File: config.mk
export PLATFORM = sky130hd
export DESIGN_NAME = simon_seq_ctrl
export DESIGN_NICKNAME = d
export VERILOG_FILES = /design/src/rtl/simon_pkg.sv /design/src/rtl/simon_lfsr8.sv /design/src/rtl/simon_seq_ctrl.sv
export SDC_FILE = /design/constraint.sdc
export NUM_CORES = 1
export LEC_CHECK = 0
export BUFFER_PORTS_ARGS = -buffer_cell sky130_fd_sc_hd__buf_2
export CORE_ASPECT_RATIO = 1.25
export CORE_MARGIN = 2
export CORE_UTILIZATION = 30
export CTS_CLUSTER_SIZE = 30
export DETAILED_ROUTE_END_ITERATION = 12
export PLACE_DENSITY = 0.55
export SLEW_MARGIN = 20
export SYNTH_ARGS = -nofsm -noshare
export SYNTH_HDL_FRONTEND = slang
export SYNTH_SLANG_ARGS = --single-unit
File: constraint.sdc
create_clock -name clk -period 3.2 [get_ports clk]
set_input_delay 0.32 -clock clk [delete_from_list [all_inputs] [get_ports clk]]
set_output_delay 0.32 -clock clk [all_outputs]
set_load 0.02 [all_outputs]
File: src/rtl/simon_pkg.sv
// Shared types and sizing for the memory-game sequencer.
package simon_pkg;
  localparam int SYM_W  = 3;
  localparam int DEPTH  = 16;
  localparam int ADDR_W = $clog2(DEPTH);

  typedef enum logic [2:0] {
    IDLE,
    GEN,
    SHOW,
    GAP,
    WAIT_IN,
    WIN,
    LOSE
  } state_t;
endpackage

File: src/rtl/simon_lfsr8.sv
// Free-running 8-bit Fibonacci LFSR (taps 8,6,5,4) feeding new game symbols.
module simon_lfsr8 #(
  parameter logic [7:0] SEED = 8'hA5
) (
  input  logic       clk,
  input  logic       rst,
  output logic [7:0] state
);

  always_ff @(posedge clk or posedge rst) begin
    if (rst) state <= SEED;
    else     state <= {state[6:0], state[7] ^ state[5] ^ state[4] ^ state[3]};
  end

endmodule

File: src/rtl/simon_seq_ctrl.sv
// Memory-game sequencer: appends a random symbol each round, plays the
// sequence back to the display, then checks the player's presses against it.
module simon_seq_ctrl
  import simon_pkg::*;
#(
  parameter int         DEPTH       = simon_pkg::DEPTH,
  parameter int         SYM_W       = simon_pkg::SYM_W,
  parameter int         SHOW_CYCLES = 8,
  parameter int         GAP_CYCLES  = 4,
  parameter int         TIMEOUT     = 1024,
  parameter logic [7:0] LFSR_SEED   = 8'hA5,
  localparam int        ADDR_W      = $clog2(DEPTH)
) (
  input  logic              clk,
  input  logic              rst,
  input  logic              start,
  input  logic              btn_valid,
  input  logic [SYM_W-1:0]  btn_sym,
  output logic              rf_we,
  output logic [ADDR_W-1:0] rf_wr_addr,
  output logic [SYM_W-1:0]  rf_wr_data,
  output logic [ADDR_W-1:0] rf_rd_addr,
  input  logic [SYM_W-1:0]  rf_rd_data,
  output logic              show_valid,
  output logic [SYM_W-1:0]  show_sym,
  output logic              input_ready,
  output logic [ADDR_W:0]   level,
  output logic              win,
  output logic              lose
);

  localparam int CNT_MAX_SG = (SHOW_CYCLES > GAP_CYCLES) ? SHOW_CYCLES : GAP_CYCLES;
  localparam int CNT_MAX    = (TIMEOUT > CNT_MAX_SG) ? TIMEOUT : CNT_MAX_SG;
  localparam int CNT_W      = $clog2(CNT_MAX + 1);

  localparam logic [CNT_W-1:0]  SHOW_LAST = CNT_W'(SHOW_CYCLES - 1);
  localparam logic [CNT_W-1:0]  GAP_LAST  = CNT_W'(GAP_CYCLES - 1);
  localparam logic [CNT_W-1:0]  TO_LAST   = CNT_W'((TIMEOUT == 0) ? 0 : TIMEOUT - 1);
  localparam logic [CNT_W-1:0]  CNT_ONE   = CNT_W'(1);
  localparam logic [ADDR_W-1:0] IDX_ONE   = ADDR_W'(1);
  localparam logic [ADDR_W:0]   LVL_ONE   = (ADDR_W + 1)'(1);
  localparam logic [ADDR_W:0]   LVL_FULL  = (ADDR_W + 1)'(DEPTH);

  state_t            state_q, state_d;
  logic [ADDR_W:0]   level_q, level_d;
  logic [ADDR_W-1:0] idx_q, idx_d;
  logic [CNT_W-1:0]  cnt_q, cnt_d;
  logic [7:0]        lfsr;
  logic              lfsr_unused;
  logic [ADDR_W:0]   level_m1;
  logic              at_last;

  simon_lfsr8 #(.SEED(LFSR_SEED)) u_lfsr (
    .clk   (clk),
    .rst   (rst),
    .state (lfsr)
  );

  assign lfsr_unused = ^lfsr[7:SYM_W];
  assign level_m1    = level_q - LVL_ONE;
  assign at_last     = ({1'b0, idx_q} == level_m1);
  assign level       = level_q;

  always_ff @(posedge clk or posedge rst) begin
    if (rst) begin
      state_q <= IDLE;
      level_q <= '0;
      idx_q   <= '0;
      cnt_q   <= '0;
    end else begin
      state_q <= state_d;
      level_q <= level_d;
      idx_q   <= idx_d;
      cnt_q   <= cnt_d;
    end
  end

  always_comb begin
    state_d     = state_q;
    level_d     = level_q;
    idx_d       = idx_q;
    cnt_d       = cnt_q;
    rf_we       = 1'b0;
    rf_wr_addr  = '0;
    rf_wr_data  = '0;
    rf_rd_addr  = '0;
    show_valid  = 1'b0;
    show_sym    = '0;
    input_ready = 1'b0;
    win         = 1'b0;
    lose        = 1'b0;

    unique case (state_q)
      IDLE: begin
        if (start) begin
          level_d = '0;
          state_d = GEN;
        end
      end
      GEN: begin
        // The write lands on this edge, so entry level-1 is valid for SHOW.
        rf_we      = 1'b1;
        rf_wr_addr = level_q[ADDR_W-1:0];
        rf_wr_data = lfsr[SYM_W-1:0];
        level_d    = level_q + LVL_ONE;
        idx_d      = '0;
        cnt_d      = '0;
        state_d    = SHOW;
      end
      SHOW: begin
        rf_rd_addr = idx_q;
        show_valid = 1'b1;
        show_sym   = rf_rd_data;
        if (cnt_q == SHOW_LAST) begin
          cnt_d   = '0;
          state_d = GAP;
        end else begin
          cnt_d = cnt_q + CNT_ONE;
        end
      end
      GAP: begin
        if (cnt_q == GAP_LAST) begin
          cnt_d = '0;
          if (at_last) begin
            idx_d   = '0;
            state_d = WAIT_IN;
          end else begin
            idx_d   = idx_q + IDX_ONE;
            state_d = SHOW;
          end
        end else begin
          cnt_d = cnt_q + CNT_ONE;
        end
      end
      WAIT_IN: begin
        input_ready = 1'b1;
        rf_rd_addr  = idx_q;
        cnt_d       = cnt_q + CNT_ONE;
        if (btn_valid) begin
          if (btn_sym == rf_rd_data) begin
            cnt_d = '0;
            if (at_last) state_d = (level_q == LVL_FULL) ? WIN : GEN;
            else         idx_d   = idx_q + IDX_ONE;
          end else begin
            state_d = LOSE;
          end
        end else if ((TIMEOUT != 0) && (cnt_q == TO_LAST)) begin
          state_d = LOSE;
        end
      end
      WIN, LOSE: begin
        win  = (state_q == WIN);
        lose = (state_q == LOSE);
        if (start) begin
          level_d = '0;
          state_d = GEN;
        end
      end
      default: state_d = IDLE;
    endcase
  end

endmodule

After elaboration in Yosys (flattened, before gate mapping)
Index checks and enable logic that the tools add are counted.
- mux-type cells: 32
- reductions and logical operators: 10
- bitwise operators: 3
- equality and inequality tests: 20
- add/subtract/negate cells: 4
- operators by type and width (operator ; count):
    $mux W11 ; 4
    $pmux W11 S4 ; 1
    $mux W3 ; 11
    $mux W4 ; 7
    $pmux W3 S5 ; 1
    $pmux W4 S3 ; 1
    $add A11 B1 Y11 const B ; 1
    $eq A11 B10 Y1 const B ; 1
    $eq A11 B2 Y1 const B ; 1
    $eq A11 B3 Y1 const B ; 1
    $ne A2 B2 Y1 const B ; 5
    $pmux W5 S2 ; 1
    $reduce_and A5 Y1 ; 2
    $eq A3 B3 Y1 const B ; 3
    $eq A3 B2 Y1 const B ; 2
    $add A5 B1 Y5 const B ; 1
    $eq A4 B5 Y1 ; 1
    $eq A5 B5 Y1 const B ; 1
    $mux W1 ; 5
    $mux W5 ; 1
    $sub A5 B1 Y5 const B ; 1
    $add A4 B1 Y4 const B ; 1
    $ne A4 B4 Y1 const B ; 1
    $reduce_bool A4 Y1 ; 1
    11 further kinds ; 14
- register bits after elaboration: 31
- bits of input ports: 10
- output and inout bits: 24

Depth between registers and ports, before layout
- depth in word-level cells: 6
- gate-level depth with buffers: 8
- mapped depth without buffers: 8

Cells and area by module
Synthesis repeated with hierarchy kept, for this count alone.
- cell total of the unflattened synthesis: 199
- area, all modules: 1811.7 µm²
- modules (own cells, without submodules) (module ; sequential area each (µm²) ; instances ; cells an instance ; area an instance (µm²)):
    simon_seq_ctrl ; 575.6 ; 1 ; 187 ; 1576.5
    simon_lfsr8 ; 205.2 ; 1 ; 12 ; 235.2

Worst setup path after synthesis
OpenSTA, ideal clock, no wires.
- path type: register -> register
- start point: reg level_q[0], in the netlist level[0]
- end point: reg idx_q[3]
- buffers on the path: 0
- data arrival time: 2366 ps
- data required time: 3076 ps
- path slack: 710 ps
- library setup time: 124 ps
- cell stages (with the launch flop): 9
- clock period less this slack: 2490 ps
- cells stage by stage: dfrtp_1 -> inv_1 -> ha_1 -> o21ba_1 -> a221o_1 -> a2111oi_4 -> o21ai_0 -> a32oi_1 -> nand2_1
- longest elaborated chain between the ends: 5
- elaborated cells between the ends (all ways): 7
- classes of those cells: add/sub: 1; eq/ne: 2; mux: 3; reduce/logical: 1
- RTL lines (element ; RTL line ; RTL):
    start: declaration ; simon_seq_ctrl.sv:45 ; logic [ADDR_W:0] level_q, level_d;
    start signal: assignment ; simon_seq_ctrl.sv:72 ; level_q <= level_d;
    $sub A5 B1 Y5 * ; simon_seq_ctrl.sv:60 ; assign level_m1 = level_q - LVL_ONE;
    $eq A4 B5 Y1 * ; simon_seq_ctrl.sv:61 ; assign at_last = ({1'b0, idx_q} == level_m1);
    $mux W4 ; simon_seq_ctrl.sv:124 ; if (at_last) begin
    $mux W4 ; simon_seq_ctrl.sv:122 ; if (cnt_q == GAP_LAST) begin
    $pmux W4 S3 ; simon_seq_ctrl.sv:93 ; unique case (state_q)
    end signal: assignment ; simon_seq_ctrl.sv:73 ; idx_q <= idx_d;
    end: declaration ; simon_seq_ctrl.sv:46 ; logic [ADDR_W-1:0] idx_q, idx_d;
Every way passes the cells marked *; elsewhere a longest branch is shown, timed or not. The select of a mux whose other input is x is not followed.
A chain may end at the register's enable or synchronous reset.

Final worst setup path
Ends and elaborated chain as after synthesis.

==> flow_metrics.tcl <==
set metrics [dict create \
    status "completed" \
    die-area_sq_um 6860 \
    synth_top_cell_area_share 0.363 \
    insertion_delay_ns 0.28 \
    h-tree-depth 2 \
    tightestPinTransition_ns 0.873 \
    end_kind "flop" \
    setup_tns_ns 0 \
    ctsResizeCount 0 \
    drt_iter0_drc 111 \
    worst-endpoint-required_ns 3.37 \
    drive_gt1_frac 0.242 \
    synth_top_family_by_area "simple AND/OR/NAND/NOR gates" \
    grt_max_degree 23 \
    slowest_stage "a2111oi_4" \
    ant_nets 0 \
    syn_area_sq_um 1860 \
    yosys.cell_types.count 49 \
    hold_violations 0 \
    grt_pass1_vias 1511 \
    start_util 0.306 \
    rsz0062_at_grt "no" \
    fin_nets 254 \
    hp-class "input port to asynchronous set/reset pin" \
    grt_pass1_wl_mm 6.87 \
    regToRegStartpoint "level[0]$_DFFE_PP0P_" \
    antenna_cells 0 \
    cts_buffers 5 \
    max_stage_delay_ns 0.60 \
    critPathKind "flop to flop" \
    grt_util_all_layers 0.127 \
    p_leak_nw 1.02 \
    worstPathArrival_ns 2.74 \
    gp_congestion 0.817 \
    maxSlewHeadroom 0.417 \
    viasPerCell 4.65 \
    first_pass_iters 4 \
    dieWidth_um 74.5 \
    syn-instance-count 202 \
    final_util 0.364 \
    via_count 1511 \
    p_per_area_nw_per_um2 855 \
    synth_area_leaders "dfrtp_1, xor2_1, dfstp_2, xnor2_1, nor2_1" \
    drcViolationCount 0 \
    post-synth-top-area-cell "dfrtp_1" \
    slew_viol_final 0 \
    die_h_um 92.1 \
    setup_viol 0 \
    max_freq_ghz 0.388 \
    layout_min_cycle_time_ns 2.58 \
    clk_path_buf_depth 2 \
    cts_root_buf "clkbuf_8" \
    peakVddDrop_v 0.000288 \
    n_fill_cell 655 \
    ios 34 \
    cap_violations 0 \
    startpoint_type "flop" \
    finalPower_mw 1.89 \
    hold_buffers 0 \
    antenna_found_initial 0 \
    synth.ff_latch_count 31 \
    dpl.hpwl_mm 3.06 \
    synth_compound_area_frac 0.147 \
    postCtsSetupBuffers 0 \
    finClkSkew_ns 0.00796 \
    yosys.area_share.simple 0.244 \
    dp_slack_ns 0.640 \
    synthMuxAreaShare 0.00538 \
    synthAdderAreaFrac 0.0269 \
    fin_hold_ws_ns 0.216 \
    yosys_warnings 0 \
    area_growth_syn_to_layout_pct 18.9 \
    postSynthAreaPerCell_sq_um 9.22 \
    clkSinkCount 31 \
    layout_setup_ws_ns 0.623 \
    tritoncts "done" \
    synth_xor_xnor_area_share 0.118 \
    portBuffers 33 \
    worstPathMaxFanout 8 \
    period_share 0.805 \
    crit_start "level[0]$_DFFE_PP0P_" \
    synth_nets 216 \
    fp-row-count 32 \
    path_cells "inv_1, ha_1, o21ba_1, a221o_1, a2111oi_4, o21ai_0, a32oi_1, nand2_1" \
    ys_seq_area_frac 0.419 \
    wire_per_inst_um 12.3 \
    wirelength_mm 3.99 \
    cts.reportedPaths.clkPinSlew_ns 0.07 \
    grt-ovfl-total 0 \
    core_area_sq_um 6090 \
]
registers in the layout (all words and copies together), names as in the netlist:
| signal | cells |
|---|---|
| state_q | 3 |
| cnt_q | 11 |
| idx_q | 4 |
| level | 5 |
| u_lfsr.state | 8 |
power by group:
| part | switching, mW | leakage (nW) | internal, mW |
|---|---|---|---|
| clock | 0.137 | 0.0470 | 0.168 |
| sequential | 0.139 | 0.383 | 0.487 |
| combinational | 0.574 | 0.592 | 0.387 |
| total | 0.849 | 1.02 | 1.04 |
worst max-delay path: cells and delay by family, from the launching register on:
kind	cells	cell delay [ns]
AO/OA/AOI/OAI	5	1.59
adder cells (fa/ha/maj)	1	0.25
buffers and inverters	1	0.11
flip-flops	1	0.44
AND/OR/NAND/NOR	1	0.07
routing by layer:
layer  track usage  wire (um)  vias to the layer above
li1              -          -                      769
met1         0.159       1810                      720
met2         0.215       2060                       18
met3        0.0330         94                        4
met4        0.0268         28                        0
met5             0          0                        -
synth_stat cells (all sizes together):
cell type,n
dfrtp,27
nor2,25
nand2,19
xor2,14
and2,11
inv,11
xnor2,11
nand3,9
o21ai,9
nor3,8
a21oi,7
dfstp,4
ha,4
nor2b,4
o211ai,4
and3,3
clkbuf,3
nand2b,3
a21o,2
a22o,2
buf,2
nand4,2
a2111oi,1
a211o,1
a221o,1
a221oi,1
a311oi,1
a32oi,1
and4,1
and4b,1
mux2i,1
nor4,1
nor4b,1
nor4bb,1
o21a,1
o21ba,1
o221ai,1
o311ai,1
o31ai,1
or2,1
cells by family (layout without fill, tap and decap cells):
| logic type | after synthesis | count (layout) |
|---|---|---|
| AO/OA/AOI/OAI | 35 | 35 |
| buffers and inverters | 16 | 54 |
| adder cells (fa/ha/maj) | 4 | 4 |
| flip-flops | 31 | 31 |
| XOR/XNOR | 25 | 25 |
| AND/OR/NAND/NOR | 90 | 90 |
| multiplexers | 1 | 1 |
final cells by class:
type	instances	area (sq um)	area share
Multi-Input combinational cell	155	1010	0.455
Sequential cell	31	781	0.353
Timing Repair Buffer	36	188	0.0848
Tap cell	85	106	0.0480
Clock buffer	6	82.6	0.0373
Inverter	11	43.8	0.0198
Clock inverter	1	5.00	0.00226
worst paths after layout:
kind	cells past startpoint	end	slack, ns
max in group asynchronous	3	cnt_q[4]$_DFFE_PP0P_	2.36
min in group clk	0	u_lfsr.state[7]$_DFF_PP1_	0.36
worst min-delay path	2	cnt_q[9]$_DFFE_PP0P_	0.22
worst min register to register	0	u_lfsr.state[7]$_DFF_PP1_	0.36
worst max-delay path	8	idx_q[3]$_DFFE_PP0P_	0.62
worst max register to register	8	idx_q[3]$_DFFE_PP0P_	0.62
cells in the final DEF, fill, tap and decap left out, types with 4 or more instances in the layout:
cell type / netlist / routed
ha_1: 4 / 4
a21oi_1: 6 / 6
and2_1: 11 / 11
buf_2: 0 / 33
dfstp_2: 4 / 4
nor2b_1: 4 / 4
dfrtp_1: 27 / 27
nor3_1: 7 / 7
o21ai_0: 7 / 7
nand3_1: 9 / 9
xnor2_1: 11 / 11
xor2_1: 14 / 14
nand2_1: 18 / 18
clkbuf_8: 0 / 6
inv_1: 9 / 9
o211ai_1: 4 / 4
nor2_1: 24 / 24
per-stage QoR:
step	area, sq um	std cells
finish	2210	325
global route	2210	325
CTS	2210	325
detailed placement	2130	318
global placement	2130	318
floorplan	1860	202
(Power assumes the default switching activity.)
